==> src/rtl/uart_boot_loader_pkg.sv <==
// Shared types and constants for the UART boot loader.
package boot_pkg;

    typedef enum logic [1:0] {
        RX_IDLE,
        RX_START,
        RX_BITS,
        RX_STOP
    } rx_state_t;

    typedef enum logic [1:0] {
        LD_HDR,
        LD_DATA,
        LD_DONE,
        LD_ERR
    } ld_state_t;

    // Length header is one little-endian 32-bit word.
    localparam int HDR_BYTES = 4;

endpackage

==> src/rtl/uart_boot_loader_if.sv <==
// Memory write port driven by the boot loader while the CPU is held.
interface uart_boot_loader_if;

    logic        mem_we;
    logic [31:0] mem_addr;
    logic [31:0] mem_wdata;

    modport master (output mem_we, mem_addr, mem_wdata);
    modport slave  (input  mem_we, mem_addr, mem_wdata);

endinterface

==> src/rtl/uart_boot_loader_rx_core.sv <==
// 8N1 UART receiver: input synchronizer, bit timing and byte framing.
//
// state    | meaning
// ---------+-----------------------------------------------------------
// RX_IDLE  | line idle, waiting for a synced low
// RX_START | half-bit wait, then confirm start bit (high = glitch)
// RX_BITS  | sample 8 data bits, one per bit period, LSB first
// RX_STOP  | sample stop bit; pulse byte_valid (high) or frame_err (low)
module uart_rx_core
    import boot_pkg::*;
#(
    parameter int CLKS_PER_BIT = 868
) (
    input  logic       clk,
    input  logic       rst_n,
    input  logic       uart_rx,
    output logic       byte_valid,
    output logic       frame_err,
    output logic [7:0] rx_byte
);

    localparam int TW = $clog2(CLKS_PER_BIT);
    localparam logic [TW-1:0] FULL_TC = TW'(CLKS_PER_BIT - 1);
    localparam logic [TW-1:0] HALF_TC = TW'(CLKS_PER_BIT / 2 - 1);

    logic            rx_meta;
    logic            rx_sync;
    rx_state_t       state;
    logic [TW-1:0]   timer;
    logic [2:0]      bit_cnt;
    logic [7:0]      shift_reg;

    assign rx_byte = shift_reg;

    // Two-flop synchronizer; resets to the idle (high) line level.
    always_ff @(posedge clk) begin
        if (!rst_n) begin
            rx_meta <= 1'b1;
            rx_sync <= 1'b1;
        end else begin
            rx_meta <= uart_rx;
            rx_sync <= rx_meta;
        end
    end

    // Receiver FSM; timer is a down-counter that fires on terminal count zero.
    always_ff @(posedge clk) begin
        if (!rst_n) begin
            state      <= RX_IDLE;
            timer      <= '0;
            bit_cnt    <= '0;
            shift_reg  <= '0;
            byte_valid <= 1'b0;
            frame_err  <= 1'b0;
        end else begin
            byte_valid <= 1'b0;
            frame_err  <= 1'b0;
            case (state)
                RX_IDLE: begin
                    if (!rx_sync) begin
                        state <= RX_START;
                        timer <= HALF_TC;
                    end
                end
                RX_START: begin
                    if (timer != '0) begin
                        timer <= timer - 1'b1;
                    end else if (rx_sync) begin
                        state <= RX_IDLE;
                    end else begin
                        state   <= RX_BITS;
                        timer   <= FULL_TC;
                        bit_cnt <= 3'd7;
                    end
                end
                RX_BITS: begin
                    if (timer != '0) begin
                        timer <= timer - 1'b1;
                    end else begin
                        shift_reg <= {rx_sync, shift_reg[7:1]};
                        timer     <= FULL_TC;
                        if (bit_cnt == 3'd0) begin
                            state <= RX_STOP;
                        end else begin
                            bit_cnt <= bit_cnt - 3'd1;
                        end
                    end
                end
                RX_STOP: begin
                    if (timer != '0) begin
                        timer <= timer - 1'b1;
                    end else begin
                        // Back to idle right at the stop sample so a
                        // following start edge is not missed.
                        byte_valid <= rx_sync;
                        frame_err  <= !rx_sync;
                        state      <= RX_IDLE;
                    end
                end
                default: state <= RX_IDLE;
            endcase
        end
    end

endmodule

==> src/rtl/uart_boot_loader.sv <==
// Boot loader top: receives a length-prefixed image over UART, writes it
// into word-addressed memory, then releases the CPU.
//
// state   | meaning
// --------+------------------------------------------------------------
// LD_HDR  | collecting 4-byte little-endian word count N
// LD_DATA | assembling words, one memory write per 4 bytes
// LD_DONE | image loaded, cpu_run high, UART ignored until reset
// LD_ERR  | framing error or oversize image, load_err held until reset
module uart_boot_loader
    import boot_pkg::*;
#(
    parameter int CLKS_PER_BIT = 868,
    parameter int MEM_WORDS    = 1024
) (
    input  logic                       clk,
    input  logic                       rst_n,
    input  logic                       uart_rx,
    uart_boot_loader_if.master         mem,
    output logic                       cpu_run,
    output logic                       load_err
);

    logic        byte_valid;
    logic        frame_err;
    logic [7:0]  rx_byte;

    ld_state_t   state;
    logic [1:0]  lane;
    logic [31:0] word_idx;
    logic [31:0] word_total;
    logic [23:0] word_buf;
    logic [31:0] word_full;

    // Word as it stands once the current byte lands in the top lane.
    assign word_full = {rx_byte, word_buf};

    uart_rx_core #(
        .CLKS_PER_BIT(CLKS_PER_BIT)
    ) u_rx (
        .clk        (clk),
        .rst_n      (rst_n),
        .uart_rx    (uart_rx),
        .byte_valid (byte_valid),
        .frame_err  (frame_err),
        .rx_byte    (rx_byte)
    );

    // Loader FSM with registered memory port and status outputs.
    always_ff @(posedge clk) begin
        if (!rst_n) begin
            state         <= LD_HDR;
            lane          <= '0;
            word_idx      <= '0;
            word_total    <= '0;
            word_buf      <= '0;
            mem.mem_we    <= 1'b0;
            mem.mem_addr  <= '0;
            mem.mem_wdata <= '0;
            cpu_run       <= 1'b0;
            load_err      <= 1'b0;
        end else begin
            mem.mem_we <= 1'b0;
            case (state)
                LD_HDR, LD_DATA: begin
                    if (frame_err) begin
                        // Partial word is simply abandoned; no write issued.
                        state    <= LD_ERR;
                        load_err <= 1'b1;
                        cpu_run  <= 1'b0;
                    end else if (byte_valid) begin
                        lane <= lane + 2'd1;
                        case (lane)
                            2'd0:    word_buf[7:0]   <= rx_byte;
                            2'd1:    word_buf[15:8]  <= rx_byte;
                            2'd2:    word_buf[23:16] <= rx_byte;
                            default: ;
                        endcase
                        if (lane == 2'(HDR_BYTES - 1)) begin
                            if (state == LD_HDR) begin
                                if (word_full == 32'd0) begin
                                    state   <= LD_DONE;
                                    cpu_run <= 1'b1;
                                end else if (word_full > 32'(MEM_WORDS)) begin
                                    state    <= LD_ERR;
                                    load_err <= 1'b1;
                                end else begin
                                    state      <= LD_DATA;
                                    word_total <= word_full;
                                    lane       <= '0;
                                    word_idx   <= '0;
                                end
                            end else begin
                                mem.mem_we    <= 1'b1;
                                mem.mem_addr  <= word_idx;
                                mem.mem_wdata <= word_full;
                                word_idx      <= word_idx + 32'd1;
                                // cpu_run follows one cycle later from LD_DONE.
                                if (word_idx == word_total - 32'd1) begin
                                    state <= LD_DONE;
                                end
                            end
                        end
                    end
                end
                LD_DONE: begin
                    cpu_run <= 1'b1;
                end
                LD_ERR: begin
                    load_err <= 1'b1;
                    cpu_run  <= 1'b0;
                end
                default: state <= LD_ERR;
            endcase
        end
    end

endmodule

==> src/flat_wrapper.sv <==
// flat-port wrapper written by rule: the top's interface ports become plain ports
module uart_boot_loader_flat import boot_pkg::*;
#(
    parameter int CLKS_PER_BIT = 868,
    parameter int MEM_WORDS    = 1024
)
  (clk, rst_n, uart_rx, cpu_run, load_err, mem_mem_we, mem_mem_addr, mem_mem_wdata);
  uart_boot_loader_if mem_i ();
  input  logic clk;
  input  logic rst_n;
  input  logic uart_rx;
  output logic cpu_run;
  output logic load_err;
  output wire logic [$bits(mem_i.mem_we)-1:0] mem_mem_we;
  output wire logic [$bits(mem_i.mem_addr)-1:0] mem_mem_addr;
  output wire logic [$bits(mem_i.mem_wdata)-1:0] mem_mem_wdata;
  assign mem_mem_we = mem_i.mem_we;
  assign mem_mem_addr = mem_i.mem_addr;
  assign mem_mem_wdata = mem_i.mem_wdata;
  uart_boot_loader #(.CLKS_PER_BIT(CLKS_PER_BIT), .MEM_WORDS(MEM_WORDS)) u_core (.clk(clk), .rst_n(rst_n), .uart_rx(uart_rx), .mem(mem_i), .cpu_run(cpu_run), .load_err(load_err));
endmodule
==> config.mk <==
export PLATFORM = sky130hd
export DESIGN_NAME = uart_boot_loader_flat
export DESIGN_NICKNAME = d
export VERILOG_FILES = /design/src/rtl/uart_boot_loader_pkg.sv /design/src/rtl/uart_boot_loader_if.sv /design/src/rtl/uart_boot_loader_rx_core.sv /design/src/rtl/uart_boot_loader.sv /design/src/flat_wrapper.sv
export SDC_FILE = /design/constraint.sdc
export NUM_CORES = 1
export LEC_CHECK = 0
export ABC_AREA = 1
export CORE_UTILIZATION = 35
export CTS_BUF_LIST = sky130_fd_sc_hd__clkbuf_8
export DETAILED_ROUTE_END_ITERATION = 10
export PLACE_DENSITY_LB_ADDON = 0.2
export SETUP_SLACK_MARGIN = 0.4
export SLEW_MARGIN = 20
export SYNTH_ARGS = -nofsm -noshare
export SYNTH_HDL_FRONTEND = slang
export SYNTH_HIERARCHICAL = 1
export SYNTH_SLANG_ARGS = --single-unit
==> constraint.sdc <==
create_clock -name clk -period 3.7 [get_ports clk]
set_input_delay 0.74 -clock clk [delete_from_list [all_inputs] [get_ports clk]]
set_output_delay 0.74 -clock clk [all_outputs]
set_load 0.01 [all_outputs]
==> impl_metrics.csv, run 1 <==
group,metric,value,unit
pwr,power_density,402,nW/um2
logic_synthesis,ys_async_sr_fraction,0,%
floorplan,rows,59,
logic_synthesis,synth.net_count,1381,
logic_synthesis,synth.most_common_cell,"nand2_1",
logic_synthesis,seq_area_frac_synth,39.3,%
pwr,power.total,4310,uW
finish,multi_input_area,4940,um2
clock_network,ctsResizeCount,0,
clock_network,cts_setup_buffers,0,
clock_network,clockBufferDepth,2,
finish,regArea,3720,um2
sta,rsz0062_at_grt,"false",
sta,report.final.slew_viol_count,0,
clock_network,clk_latency,0.48,ns
finish,antenna_cells,0,
setup_path,r2r_cells,10,
setup_path,endpoint_kind,"flip-flop",
logic_synthesis,synth_area_leaders,"dfxtp_1 (39%), nand2_1 (12%), a21oi_1 (7.0%)",
setup_path,startpoint_type,"flip-flop",
finish,fin_area,10700,um2
floorplan,coreArea,26300,um2
grt,grt_pass1_wl,42.3,mm
grt,antenna_found_initial,0,
sta,hold_violations,0,
setup_path,reg2reg_to,"u_core/word_idx[2]",
clock_network,cts_max_level,4,
logic_synthesis,synth_cell_type_count,42,
clock_network,cts_made_buffers,17,
finish,layout-drive-gt1-share,7.61,%
setup_path,crit_path_start,"u_core/u_rx/rx_byte[6]",
route,first_iter_violations,566,
sta,period_share,65.6,%
route,vias,8463,
pwr,leakage,0.00434,uW
route,drc,0,
setup_path,arrival,2.82,ns
clock_network,hold_buffers,0,
place,place_congestion,0.883,
run_status,status,"completed",
finish,fillCellCount,2819,
clock_network,cts_tree,"built",
clock_network,cts_root_buf,"clkbuf_8",
finish,finalNetCount,1410,
setup_path,crit_type,"flip-flop to flip-flop",
logic_synthesis,netlist_instances,1364,
floorplan,start_util,36.1,%
sta,tns,0,ns
route,firstDrtPassIters,5,
finish,area_growth,13.0,%
route,antenna_left,0,
logic_synthesis,avgSynthCellArea,6.95,um2
clock_network,clk_pin_slew,0.11,ns
floorplan,io_pins,70,
logic_synthesis,yosysWarnings,6,
setup_path,crit_fanout,34,
sta,worst_slew_pin_slew,0.808,ns
floorplan,fp.dieH,167,um
setup_path,rrSetupSlack,1.27,ns
grt,grt-ovfl-total,0,
grt,grt_pass1_vias,7991,
run,drv_cap,0,
grt,track_usage,18.9,%
logic_synthesis,ys_seq_elements,186,
sta,layout_min_cycle_time,2.43,ns
route,viasPerCell,4.86,
logic_synthesis,ys_top_cells_by_count,"nand2_1 (303), dfxtp_1 (186), nor2_1 (176)",
setup_path,cp.required,4.09,ns
clock_network,cts_sinks,186,
place,place_area,10300,um2
pwr,vdd_drop_max,0.362,mV
route,wl,25.4,mm
sta,clock_skew,0.0187,ns
sta,timing.fmax,0.412,GHz
setup_path,r2r_start,"u_core/u_rx/rx_byte[6]",
route,wl_per_cell,14.6,um
floorplan,die_area,27700,um2
sta,setup_viol_count_final,0,
logic_synthesis,synth_ff_type,"dfxtp_1",
logic_synthesis,yosys.area.top_type_share,39.3,%
sta,max-slew-margin-rel,46.2,%
place,port_buffers,69,
sta,fin_worst_hold_slack,0.428,ns
floorplan,die_x,167,um
logic_synthesis,netlist.top_cell.by_area,"dfxtp_1",
logic_synthesis,synth_edf_count,0,
setup_path,crit_end,"u_core/word_idx[2]",
grt,grt_max_degree,87,
min_path,hold_class,"flip-flop to flip-flop",
logic_synthesis,synth.cell_area,9480,um2
place,hpwl,18.4,mm
registers in the layout (all words and copies together) (netlist names), 2 cells and up, named ones only:
register	cells
u_core/u_rx/timer	10
u_core/u_rx/rx_byte	8
u_core/mem.mem_addr	32
u_core/u_rx/bit_cnt	3
u_core/word_total	32
u_core/lane	2
u_core/word_buf	24
u_core/state	2
u_core/word_idx	32
u_core/mem.mem_wdata	32
placed cells by master (no fill, tap or decap), drive strengths merged, types with 34 or more instances in the layout:
| master | n |
|---|---|
| nor2 | 199 |
| o21ai | 74 |
| nand3 | 87 |
| a21oi | 135 |
| clkdlybuf4s50 | 68 |
| nand2 | 318 |
| inv | 142 |
| dfxtp | 186 |
| xor2 | 34 |
kinds of logic after synthesis:
kind of cell | count (synthesis) | share of synthesized area, %
and+or+nand+nor | 674 | 32.1
AOI/OAI and AO/OA | 230 | 12.8
xor gates and xnor gates | 58 | 5.36
buffers and inverters | 202 | 8.59
adders and majority gates | 14 | 1.85
DFF | 186 | 39.3
metal layers:
metal / vias to the layer above / track usage, % / share of wire (%)
li1: 4429 / - / -
met1: 3869 / 25.0 / 49
met2: 137 / 31.6 / 47
met3: 28 / 3.14 / 3.1
met4: 0 / 5.39 / 1.6
met5: - / 0 / 0
how the worst min path moves through the flow:
stage	start	end	slack (ns)	depth (start not counted)
after floorplan	u_core/u_rx/rx_meta	u_core/u_rx/rx_sync	0.39	1
final	u_core/u_rx/rx_meta	u_core/u_rx/rx_sync	0.43	1
after global routing	u_core/u_rx/rx_meta	u_core/u_rx/rx_sync	0.43	1
after CTS	u_core/u_rx/rx_meta	u_core/u_rx/rx_sync	0.43	1
after detailed placement	u_core/u_rx/rx_meta	u_core/u_rx/rx_sync	0.40	1
after global placement	u_core/u_rx/rx_meta	u_core/u_rx/rx_sync	0.40	1
where the power goes:
part / total [uW] / switching (uW) / internal, uW / leakage, uW
Combinational: 845 / 545 / 300 / 0.00266
Clock: 1320 / 825 / 491 / 0.000183
Sequential: 2150 / 78.1 / 2070 / 0.00150
Total: 4310 / 1450 / 2860 / 0.00434
layout make-up:
type / count / area share (%)
Multi-Input combinational cell: 976 / 46.1
Tap cell: 335 / 3.91
Timing Repair Buffer: 76 / 7.01
Clock buffer: 17 / 2.18
Inverter: 136 / 4.79
Sequential cell: 186 / 34.8
Clock inverter: 15 / 1.25
stage by stage:
stage / util, % / setup WS (ns) / cells
6_report: 40.8 / 1.27 / 1741
5_1_grt: 40.8 / 0.926 / 1741
4_1_cts: 40.8 / 1.24 / 1741
3_5_place_dp: 39.4 / 1.18 / 1709
3_3_place_gp: 39.4 / 1.25 / 1709
2_1_floorplan: - / 1.92 / 1364
critical path, stage by stage (launching register included):
cell and delay (ns):
dfxtp_1 0.39, nor2_1 0.13, nand4_1 0.10, nor3_2 0.13, nand4_2 0.17, nor2_4 0.16, nand2_2 0.08, nand2_4 0.24
nand2_2 0.45, o21ai_0 0.28, nor3b_1 0.19
(Power assumes the default switching activity.)
==> run 2, diff against run 1 <==
==> constraint.sdc (replaced) <==
create_clock -name clk -period 2.45 [get_ports clk]
set_input_delay 0.49 -clock clk [delete_from_list [all_inputs] [get_ports clk]]
set_output_delay 0.49 -clock clk [all_outputs]
set_load 0.01 [all_outputs]
==> run 2 against run 1 <==
Net effect:
- die area unchanged
- largest cell class unchanged
- final cell count increased by 2.1%
- core utilization up 2.5 points
- highest routed layer unchanged
- sequential share of layout area down 1.8 points
- largest power group unchanged
- count of clock-buffer cells in the layout stayed put
- via count rose by 3.6%
- non-clock buffer count increased by 36
- hold slack worse by 0.078 ns
==> impl_metrics.csv, run 2 (synthesis gave the netlist of run 1 again) <==
group,metric,value,unit
run_status,status,"completed",
floorplan,start_util,36.1,%
route,vias,8770,
route,first_iter_violations,647,
place,place_congestion,0.916,
finish,fillCellCount,2733,
sta,period_share,85.2,%
setup_path,slowest_stage,"dfxtp_2",
sta,layout_min_cycle_time,2.09,ns
min_path,hold_path_depth,3,
floorplan,fp.dieH,167,um
min_path,min_from,"rst_n",
setup_path,cp.required,2.85,ns
setup_path,cp_slowest_stage_delay,0.35,ns
sta,fin_worst_hold_slack,0.351,ns
grt,grt_pass1_vias,8143,
finish,fin_area,11400,um2
floorplan,die_area,27700,um2
setup_path,crit_type,"flip-flop to flip-flop",
clock_network,clk_pin_slew,0.11,ns
setup_path,rrSetupSlack,0.36,ns
sta,report.final.slew_viol_count,0,
setup_path,endpoint_kind,"flip-flop",
sta,clock_skew,0.0199,ns
route,drc,0,
floorplan,io_pins,70,
finish,finalNetCount,1446,
finish,final_common_cell,"nand2_1",
finish,antenna_cells,0,
setup_path,cp_cell_sequence,"nor2_1 -> nand2_2 -> nor2_8 -> buf_4 -> nand3_1 -> nand2_1 -> nand2_1 -> nor2_1 -> nand2_1 -> nor2_1 -> nand3_1 -> nand2_2 -> nand3_2 -> a21oi_2",
grt,grt_pass1_wl,43.8,mm
clock_network,cts_max_level,4,
finish,area_growth,20.1,%
setup_path,reg2reg_to,"u_core/state[1]",
setup_path,r2r_cells,14,
clock_network,clk_latency,0.48,ns
pwr,power_density,588,nW/um2
min_path,hold_class,"input port to flip-flop",
setup_path,arrival,2.49,ns
place,hpwl,19.8,mm
grt,grt_max_degree,49,
place,port_buffers,69,
sta,layout_setup_ws,0.362,ns
pwr,vdd_drop_max,0.347,mV
finish,final_cell_mix,"nand2_1 (299), dfxtp_1 (170), nor2_1 (151), a21oi_1 (133), inv_1 (121)",
place,pre_cts_ws,0.296,ns
place,place_area,10500,um2
clock_network,cts_tree,"built",
setup_path,critical_path_buf_inv_count,1,
finish,layout-drive-gt1-share,14.0,%
place,dp.cells,1725,
route,wl_per_cell,15.5,um
pwr,leakage,0.00464,uW
sta,setup_viol_count_final,0,
run,drv_cap,0,
route,wl,27.5,mm
clock_network,hold_buffers,0,
floorplan,coreArea,26300,um2
grt,track_usage,19.7,%
grt,grt-ovfl-total,0,
setup_path,crit_family,"simple AND/OR/NAND/NOR gates",
sta,worst_slew_pin_slew,0.648,ns
sta,timing.fmax,0.479,GHz
floorplan,die_x,167,um
setup_path,crit_fanout,8,
clock_network,cts_made_buffers,17,
setup_path,startpoint_type,"flip-flop",
setup_path,r2r_start,"u_core/word_total[2]",
sta,max-slew-margin-rel,56.8,%
sta,rsz0062_at_grt,"true",
clock_network,cts_root_buf,"clkbuf_8",
route,viasPerCell,4.94,
route,antenna_left,0,
min_path,holdPathEnd,"u_core/u_rx/timer[2]",
grt,antenna_found_initial,0,
clock_network,cts_sinks,186,
route,firstDrtPassIters,5,
floorplan,rows,59,
sta,tns,0,ns
sta,hold_violations,0,
clock_network,clockBufferDepth,2,
finish,fin_cells,1777,
[run 2: changes by cell type in the layout (fill, tap and decap cells not counted), sizes merged]
cell / delta
inv: +1
clkinvlp: -2
clkbuf: +3
clkinv: +1
buf: +33
[run 2: final cells by class]
class,count,area [um2],share of cell area [%]
repair buffers,112,1110,9.79
well taps,335,419,3.68
clock inverters,15,174,1.53
clock buffers,17,234,2.06
inverters,136,515,4.53
flip-flops and latches,186,3750,33.0
multi-input cells,976,5170,45.4
[run 2: worst register-to-register path: stages (launching register included)]
cell and delay [ns]:
dfxtp_2 0.35, nor2_1 0.12, nand2_2 0.15, nor2_8 0.21, buf_4 0.15, nand3_1 0.07
nand2_1 0.06, nand2_1 0.08, nor2_1 0.16, nand2_1 0.08, nor2_1 0.11, nand3_1 0.14
nand2_2 0.13, nand3_2 0.07, a21oi_2 0.14
[run 2: worst max path at each step]
| stage | startpoint | endpoint | cells after the start |
|---|---|---|---|
| 2_1_floorplan | u_core/word_total[0] | u_core/state[0] | 13 |
| 3_3_place_gp | u_core/word_idx[1] | u_core/word_idx[24] | 12 |
| 3_5_place_dp | u_core/word_idx[1] | u_core/word_idx[24] | 12 |
| 4_1_cts | u_core/word_total[8] | u_core/state[0] | 16 |
| 5_1_grt | u_core/word_total[2] | u_core/state[1] | 14 |
| 6_report | u_core/word_total[2] | u_core/state[1] | 14 |
[run 2: per-stage QoR]
step | utilization, % | total power, uW
finish | 43.3 | 6690
CTS | 41.6 | 6750
floorplan | - | 4360
global placement | 39.9 | 4600
global route | 43.3 | 7100
detailed placement | 39.9 | 4620
[run 2: per-layer routing]
metal	wire length, um	global-route usage (%)	vias up
li1	-	-	4524
met3	990	3.16	28
met5	0	0	-
met1	13200	26.4	4049
met4	476	5.52	0
met2	12800	32.5	169
[run 2: timing repair]
action | in CTS | in global routing
endpoints found under the setup margin | 17 | 39
resized for setup | 12 | 76
buffers inserted | 0 | 17
pin swaps | 1 | 16
gates cloned | 0 | 3
[run 2: where the power goes]
| part | switching [uW] | total, uW | leakage, uW | internal [uW] |
|---|---|---|---|---|
| combinational | 867 | 1360 | 0.00293 | 494 |
| sequential | 110 | 3230 | 0.00151 | 3120 |
| clock | 1320 | 2100 | 0.000203 | 784 |
==> run 3, diff against run 2 <==
--- a/config.mk
+++ b/config.mk
@@ -8,6 +8,7 @@
 export ABC_AREA = 1
 export CORE_UTILIZATION = 35
 export CTS_BUF_LIST = sky130_fd_sc_hd__clkbuf_8
+export CTS_CLUSTER_DIAMETER = 100
 export DETAILED_ROUTE_END_ITERATION = 10
 export PLACE_DENSITY_LB_ADDON = 0.2
 export SETUP_SLACK_MARGIN = 0.4
==> results of run 3 <==
Final layout, timing and power as in run 2 (identical DEF).
